<file path="src/rtl/frame_reader_if.sv">
// frame_reader bus bundle: SRAM read port plus the outgoing byte stream.
// master = reader side (drives RE/Addr/tx), slave = SRAM model + byte sink.
interface frame_reader_if #(
  parameter int ADDR_W = 18
);
  logic              s1_RE;
  logic [ADDR_W-1:0] s1_Addr;
  logic [31:0]       s1_RD;
  logic [7:0]        tx_data;
  logic              tx_valid;
  logic              tx_ready;

  modport master (
    output s1_RE, s1_Addr, tx_data, tx_valid,
    input  s1_RD, tx_ready
  );

  modport slave (
    input  s1_RE, s1_Addr, tx_data, tx_valid,
    output s1_RD, tx_ready
  );
endinterface

</file>
<file path="src/rtl/frame_reader.sv">
// frame_reader: drains a captured frame from SRAM as a valid/ready byte stream.
// Ports: clk, reset_n (async low), read_kick (edge start), read_abort,
//   last_addr (end word), bus (frame_reader_if.master: s1_RE/s1_Addr/s1_RD,
//   tx_data/tx_valid/tx_ready), read_busy, read_done (1-cycle pulse).
// Optional: define FRAME_READER_HEADER_EN to prepend A5 + 19-bit word count.
module frame_reader #(
  parameter int RD_LAT = 1,
  parameter int ADDR_W = 18
) (
  input  logic              clk,
  input  logic              reset_n,
  input  logic              read_kick,
  input  logic              read_abort,
  input  logic [ADDR_W-1:0] last_addr,
  frame_reader_if.master    bus,
  output logic              read_busy,
  output logic              read_done
);

  localparam logic [2:0] LAT_LAST = 3'(RD_LAT - 1);

  typedef enum logic [2:0] {
    S_IDLE = 3'd0,
    S_HDR  = 3'd1,
    S_REQ  = 3'd2,
    S_WAIT = 3'd3,
    S_SEND = 3'd4,
    S_DONE = 3'd5
  } state_t;

  state_t            state_q, state_d;
  logic              kick_q, kick_d;
  logic [ADDR_W-1:0] addr_q, addr_d;
  logic [ADDR_W-1:0] r_end_q, r_end_d;
  logic [2:0]        lat_q, lat_d;
  logic [1:0]        idx_q, idx_d;
  logic [31:0]       word_q, word_d;

  logic              kick_edge;
  logic              xfer;
  logic              re;
  logic [ADDR_W-1:0] addr_o;
  logic              valid;
  logic [7:0]        data;
  logic              busy;
  logic              done;

`ifdef FRAME_READER_HEADER_EN
  logic [23:0] cnt24;
  logic [31:0] hdr_word;
  // Header rides in the word buffer so HDR reuses the SEND byte mux.
  always_comb begin
    cnt24    = 24'(last_addr) + 24'd1;
    hdr_word = {cnt24, 8'hA5};
  end
`endif

  always_ff @(posedge clk or negedge reset_n) begin
    if (!reset_n) begin
      state_q <= S_IDLE;
      kick_q  <= 1'b0;
      addr_q  <= '0;
      r_end_q <= '0;
      lat_q   <= '0;
      idx_q   <= '0;
      word_q  <= '0;
    end else begin
      state_q <= state_d;
      kick_q  <= kick_d;
      addr_q  <= addr_d;
      r_end_q <= r_end_d;
      lat_q   <= lat_d;
      idx_q   <= idx_d;
      word_q  <= word_d;
    end
  end

  always_comb begin
    state_d   = state_q;
    kick_d    = read_kick;
    addr_d    = addr_q;
    r_end_d   = r_end_q;
    lat_d     = lat_q;
    idx_d     = idx_q;
    word_d    = word_q;
    kick_edge = read_kick & ~kick_q;
    xfer      = valid & bus.tx_ready;
    if (read_abort) begin
      state_d = S_IDLE;
    end else begin
      unique case (state_q)
        S_IDLE: begin
          if (kick_edge) begin
            r_end_d = last_addr;
            addr_d  = '0;
            idx_d   = '0;
`ifdef FRAME_READER_HEADER_EN
            word_d  = hdr_word;
            state_d = S_HDR;
`else
            state_d = S_REQ;
`endif
          end
        end
`ifdef FRAME_READER_HEADER_EN
        S_HDR: begin
          if (xfer) begin
            idx_d = idx_q + 2'd1;
            if (idx_q == 2'd3) state_d = S_REQ;
          end
        end
`endif
        S_REQ: begin
          lat_d   = '0;
          state_d = S_WAIT;
        end
        S_WAIT: begin
          if (lat_q == LAT_LAST) begin
            word_d  = bus.s1_RD;
            idx_d   = '0;
            state_d = S_SEND;
          end else begin
            lat_d = lat_q + 3'd1;
          end
        end
        S_SEND: begin
          if (xfer) begin
            idx_d = idx_q + 2'd1;
            // Compare before increment: the address never wraps.
            if (idx_q == 2'd3) begin
              if (addr_q == r_end_q) begin
                state_d = S_DONE;
              end else begin
                addr_d  = addr_q + 1'b1;
                state_d = S_REQ;
              end
            end
          end
        end
        S_DONE: state_d = S_IDLE;
        default: state_d = S_IDLE;
      endcase
    end
  end

  always_comb begin
    re     = 1'b1;
    addr_o = '1;
    valid  = 1'b0;
    data   = '0;
    busy   = 1'b0;
    done   = 1'b0;
    unique case (state_q)
      S_IDLE: ;
      S_HDR: begin
        valid = 1'b1;
        data  = word_q[{idx_q, 3'b000} +: 8];
        busy  = 1'b1;
      end
      S_REQ: begin
        re     = 1'b0;
        addr_o = addr_q;
        busy   = 1'b1;
      end
      S_WAIT: begin
        addr_o = addr_q;
        busy   = 1'b1;
      end
      S_SEND: begin
        addr_o = addr_q;
        valid  = 1'b1;
        data   = word_q[{idx_q, 3'b000} +: 8];
        busy   = 1'b1;
      end
      S_DONE: done = 1'b1;
      default: ;
    endcase
  end

  assign bus.s1_RE    = re;
  assign bus.s1_Addr  = addr_o;
  assign bus.tx_valid = valid;
  assign bus.tx_data  = data;
  assign read_busy    = busy;
  assign read_done    = done;

endmodule

</file>
<file path="src/flat_wrapper.sv">
// flat-port wrapper written by rule: the top's interface ports become plain ports
module frame_reader_flat 
#(
  parameter int RD_LAT = 1,
  parameter int ADDR_W = 18
)
  (clk, reset_n, read_kick, read_abort, last_addr, read_busy, read_done, bus_s1_RE, bus_s1_Addr, bus_tx_data, bus_tx_valid, bus_s1_RD, bus_tx_ready);
  frame_reader_if #(.ADDR_W(ADDR_W)) bus_i ();
  input  logic clk;
  input  logic reset_n;
  input  logic read_kick;
  input  logic read_abort;
  input  logic [ADDR_W-1:0] last_addr;
  output logic read_busy;
  output logic read_done;
  output wire logic [$bits(bus_i.s1_RE)-1:0] bus_s1_RE;
  output wire logic [$bits(bus_i.s1_Addr)-1:0] bus_s1_Addr;
  output wire logic [$bits(bus_i.tx_data)-1:0] bus_tx_data;
  output wire logic [$bits(bus_i.tx_valid)-1:0] bus_tx_valid;
  input wire logic [$bits(bus_i.s1_RD)-1:0] bus_s1_RD;
  input wire logic [$bits(bus_i.tx_ready)-1:0] bus_tx_ready;
  assign bus_s1_RE = bus_i.s1_RE;
  assign bus_s1_Addr = bus_i.s1_Addr;
  assign bus_tx_data = bus_i.tx_data;
  assign bus_tx_valid = bus_i.tx_valid;
  assign bus_i.s1_RD = bus_s1_RD;
  assign bus_i.tx_ready = bus_tx_ready;
  frame_reader #(.RD_LAT(RD_LAT), .ADDR_W(ADDR_W)) u_core (.clk(clk), .reset_n(reset_n), .read_kick(read_kick), .read_abort(read_abort), .last_addr(last_addr), .bus(bus_i), .read_busy(read_busy), .read_done(read_done));
endmodule
</file>
<file path="config.mk">
export PLATFORM = sky130hd
export DESIGN_NAME = frame_reader_flat
export DESIGN_NICKNAME = d
export VERILOG_FILES = /design/src/rtl/frame_reader_if.sv /design/src/rtl/frame_reader.sv /design/src/flat_wrapper.sv
export SDC_FILE = /design/constraint.sdc
export NUM_CORES = 1
export LEC_CHECK = 0
export CORE_UTILIZATION = 52
export DETAILED_ROUTE_END_ITERATION = 16
export PLACE_DENSITY = 0.78
export SLEW_MARGIN = 20
export SYNTH_ARGS = -nofsm -noshare
export SYNTH_HDL_FRONTEND = slang
export SYNTH_SLANG_ARGS = --single-unit
export TNS_END_PERCENT = 50
</file>
<file path="constraint.sdc">
create_clock -name clk -period 2.8 [get_ports clk]
set_input_delay 0.84 -clock clk [delete_from_list [all_inputs] [get_ports clk]]
set_output_delay 0.84 -clock clk [all_outputs]
set_load 0.05 [all_outputs]
</file>
# Word-level counts from Yosys, hierarchy flattened
# Index checks and enable logic that the tools add are counted.
# totals
output_inout_bits,30
input_bits,55
ff_bits,77
wordCells,70
# classes
n_bitwise,4
n_mux,24
eq_ne,17
addsub,3
n_shift,1
n_reduce_logical,14
# op_table
operator,n
$mux W18,5
$pmux W18 S2,1
$shiftx A32 B6 Y8,1
$mux W3,7
$add A18 B1 Y18 const B,1
$eq A18 B18 Y1,1
$ne A3 B2 Y1 const B,4
$pmux W3 S4,1
$reduce_and A3 Y1,3
$mux W8,1
$ne A2 B1 Y1 const B,4
$eq A3 B2 Y1 const B,2
$eq A3 B3 Y1 const B,2
$logic_not A3 Y1,2
$mux W2,3
$pmux W2 S3,1
$pmux W3 S2,1
$reduce_and A6 Y1,1
$reduce_and A5 Y1,1
$mux W1,4
$ne A2 B2 Y1 const B,2
$reduce_and A4 Y1,1
$reduce_bool A2 Y1,2
$reduce_or A4 Y1,1
other kinds (9),11

# Longest topological paths before layout
# depth
word_depth,7
mapped_depth,9
depth_no_buf,7

# Least setup slack after synthesis
# OpenSTA, ideal clock, no wires.
# synth_path
path_kind,reg2out
from,register u_core.state_q[2]
to,output bus_s1_Addr[10]
path_stages_with_launch,5
path_buffers,2
slack_ns,0.002
required_ns,1.960
arrival_time_ns,1.958
cell_sequence,dfrtp_1 buf_4 nor3b_4 clkbuf_1 o21ai_0
# synth_via
elab_chain_cells,3
word_cells_on_any_way,5
classes_between,eq/ne: 3; mux: 1; reduce/logical: 1
# synth_rtl
item,line,source
start: declaration,frame_reader.sv:31,"state_t state_q, state_d;"
start signal: assignment,frame_reader.sv:68,state_q <= state_d;
$eq A3 B2 Y1 / $eq A3 B3 Y1 (equally long branches),frame_reader.sv:153,unique case (state_q)
$reduce_or A3 Y1 (no source line) *,--,
$mux W18 *,frame_reader.sv:153,
end: declaration,flat_wrapper.sv:17,output wire logic [$bits(bus_i.s1_Addr)-1:0] bus_s1_Addr;
# Every way passes the cells marked *; elsewhere a longest branch is shown, timed or not.

# Final worst setup path
# layout_path
from,register u_core.state_q[1]
to,output read_done
# layout_via
elab_chain_cells,2
# layout_rtl
item,line,source
$eq A3 B3 Y1,frame_reader.sv:153,
$mux W1,frame_reader.sv:153,
end: declaration,flat_wrapper.sv:15,output logic read_done;
# Every way passes these cells.

==> results.tsv <==
metric	value	unit
place_congestion	0.844	
syn2layout_area_growth	27.7	%
cts_max_level	3	
portBuffers	84	
final_nets	507	
wl_per_cell	16.2	um
clock-sinks	77	
timing.final.crit_share	96.9	%
grt_pass1_vias	3167	
yosysUniqueCellTypes	54	
clk_latency	0.36	ns
status	finished, final reports clean	
ys.flop_type	dfrtp_1	
cp_max_fo	8	
grt.total_usage	23.6	%
worstPathRequired	1.96	ns
startpoint_type	flop	
dr.max_layer_used	met4	
first_pass_iters	5	
synthDominantCellAreaShare	47.0	%
dpl.hpwl	6370	um
worst_setup_path_end_kind	output port	
async_flop_share	100	%
fin_cells	555	
cts_tree	done	
cts.path.max_buffers	2	
ys_ff_latch	77	
slew_viol_final	0	
synth-edff-count	0	
post-route-min-period	2.71	ns
die_w	90.8	um
layout_common_cells	dfrtp_1 (76), clkdlybuf4s50_1 (54), mux2_2 (49), buf_4 (37), nand2_1 (31)	
yosys_warnings	0	
die_h	90.8	um
clkPwrFrac	27.0	%
max_cap_violations	0	
syn-num-nets	423	
p_seq_share	43.5	%
max_freq	368	MHz
hold_path_class	in -> async	
netlist_instances	364	
p_leak	0.00225	uW
slew_headroom	58.4	%
finalSetupViolations	0	
yosysTopAreaCell	dfrtp_1	
synthTopCellsByArea	dfrtp_1 (47%), mux2_2 (13%), mux4_2 (4.4%)	
power_density	683	nW/um^2
cp.arrival	1.87	ns
fin_setup_tns	0	ns
syn_area	4100	sq um
fillers	585	
fin_skew	0.0126	ns
layout_commonest_cell	dfrtp_1	
place_area	4990	sq um
combPwrFrac	29.4	%
drc	0	
p_int	2460	uW
met2WireLength	4460	um
cts_buffers	9	
clockRootBuffer	clkbuf_8	
wl_met1	3920	um
power.switching	1110	uW
drive_gt1_share	30.7	%
grt_overflow	0	
wl_met3	505	um
clk_pin_slew_worst_paths	0.08	ns
worstMarginPinSlew	0.620	ns
core_region_area	7690	sq um
timing_worst_setup_path_type	reg -> out	
grt_pass1_wl	15300	um
drt_iter0_markers	216	
routed_wl	9000	um
num_vias	3115	
final_util	68.1	%
p_sw_share	31.1	%
grt_max_degree	46	
grt_setup_unrepaired	false	
ios	85	
finalInstanceArea	5240	sq um
synth_seq_area_share	47.0	%
drtAntennaViolNets	0	
irDropWorstVdd	0.397	mV
syn_avg_cell_area	11.3	sq um
hold_violations	0	
cts_setup_buffers	0	
core.rowCount	32	
die_area	8240	sq um
antenna_cells	0	
antenna_found_initial	0	
via_per_inst	5.61	
dpl.cell_count	539	
start_util	53.3	%
==> registers in the layout, indices dropped and copies added (netlist names) <==
signal,cells
u_core.addr_q,18
u_core.idx_q,2
u_core.kick_q,1
u_core.lat_q,3
u_core.r_end_q,18
u_core.state_q,3
u_core.word_q,32
==> critical path, cell delays in order (launching register included) <==
cell             delay (ns)
dfrtp_1                0.48
and3b_1                0.24
clkdlybuf4s50_1        0.79
==> Yosys cell counts (8+ instances only) <==
master / number
or2_2: 16
buf_2: 10
mux2_2: 49
a21oi_1: 8
dfrtp_1: 77
nor2_1: 16
xnor2_1: 17
inv_1: 10
nor2b_1: 9
nand3_1: 12
nand2_1: 31
mux4_2: 8
o21ai_0: 12
==> power groups by stage <==
stage | clock network, uW | logic, uW | registers [uW]
detailed placement | 0 | 1050 | 1580
finish | 967 | 1050 | 1560
CTS | 987 | 1060 | 1560
global placement | 0 | 1030 | 1560
global route | 1020 | 1130 | 1590
floorplan | 0 | 774 | 1510
==> cell families after synthesis <==
kind of cell	share of synthesized area, %
adder cells (fa/ha/maj)	1.22
AO/OA/AOI/OAI	8.82
buffers and inverters	3.84
multiplexers	19.2
XOR/XNOR	4.27
flip-flops	47.0
AND/OR/NAND/NOR	15.7
==> stage by stage <==
step	hold WS (ns)	setup WS, ns	total power, uW
after detailed placement	0.492	0.0317	2630
after CTS	0.433	0.0457	3610
after floorplan	0.472	0.00150	2290
after global placement	0.486	0.110	2590
final	0.417	0.0855	3580
after global routing	0.442	0.0221	3740
==> path summary, 6_finish.rpt <==
check                             startpoint                  to  slack [ns]  cells after the start
setup / recovery           u_core.state_q[1]           read_done        0.09                      2
hold / removal                       reset_n   u_core.r_end_q[1]        0.42                      1
setup reg to reg             u_core.idx_q[1]  u_core.r_end_q[12]        0.51                      6
hold reg to reg            u_core.word_q[31]   u_core.word_q[31]        0.51                      1
max in group asynchronous            reset_n     u_core.idx_q[0]        1.80                      2
min in group clk           u_core.word_q[31]   u_core.word_q[31]        0.51                      1
==> final cells by class <==
type,count,area (sq um),area share (%)
multi-input combinational,256,2030,38.8
inverter,10,37.5,0.717
tap,102,128,2.44
timing repair buffer,94,878,16.8
clock buffer,10,138,2.63
sequential,77,1930,36.8
clock inverter,6,93.8,1.79
==> per-layer routing <==
layer  up-vias  GRT usage [%]
met4         0           7.80
met3        12           5.56
li1       1467              -
met2        97           38.9
met1      1539           30.7
met5         -              0
==> what timing repair did <==
| action | 4_1_cts | 5_1_grt |
|---|---|---|
| endpoints found under the setup margin | 24 | 5 |
| resized for setup | 3 | 1 |
| hold buffers | 0 | 0 |
(Power assumes the default switching activity.)
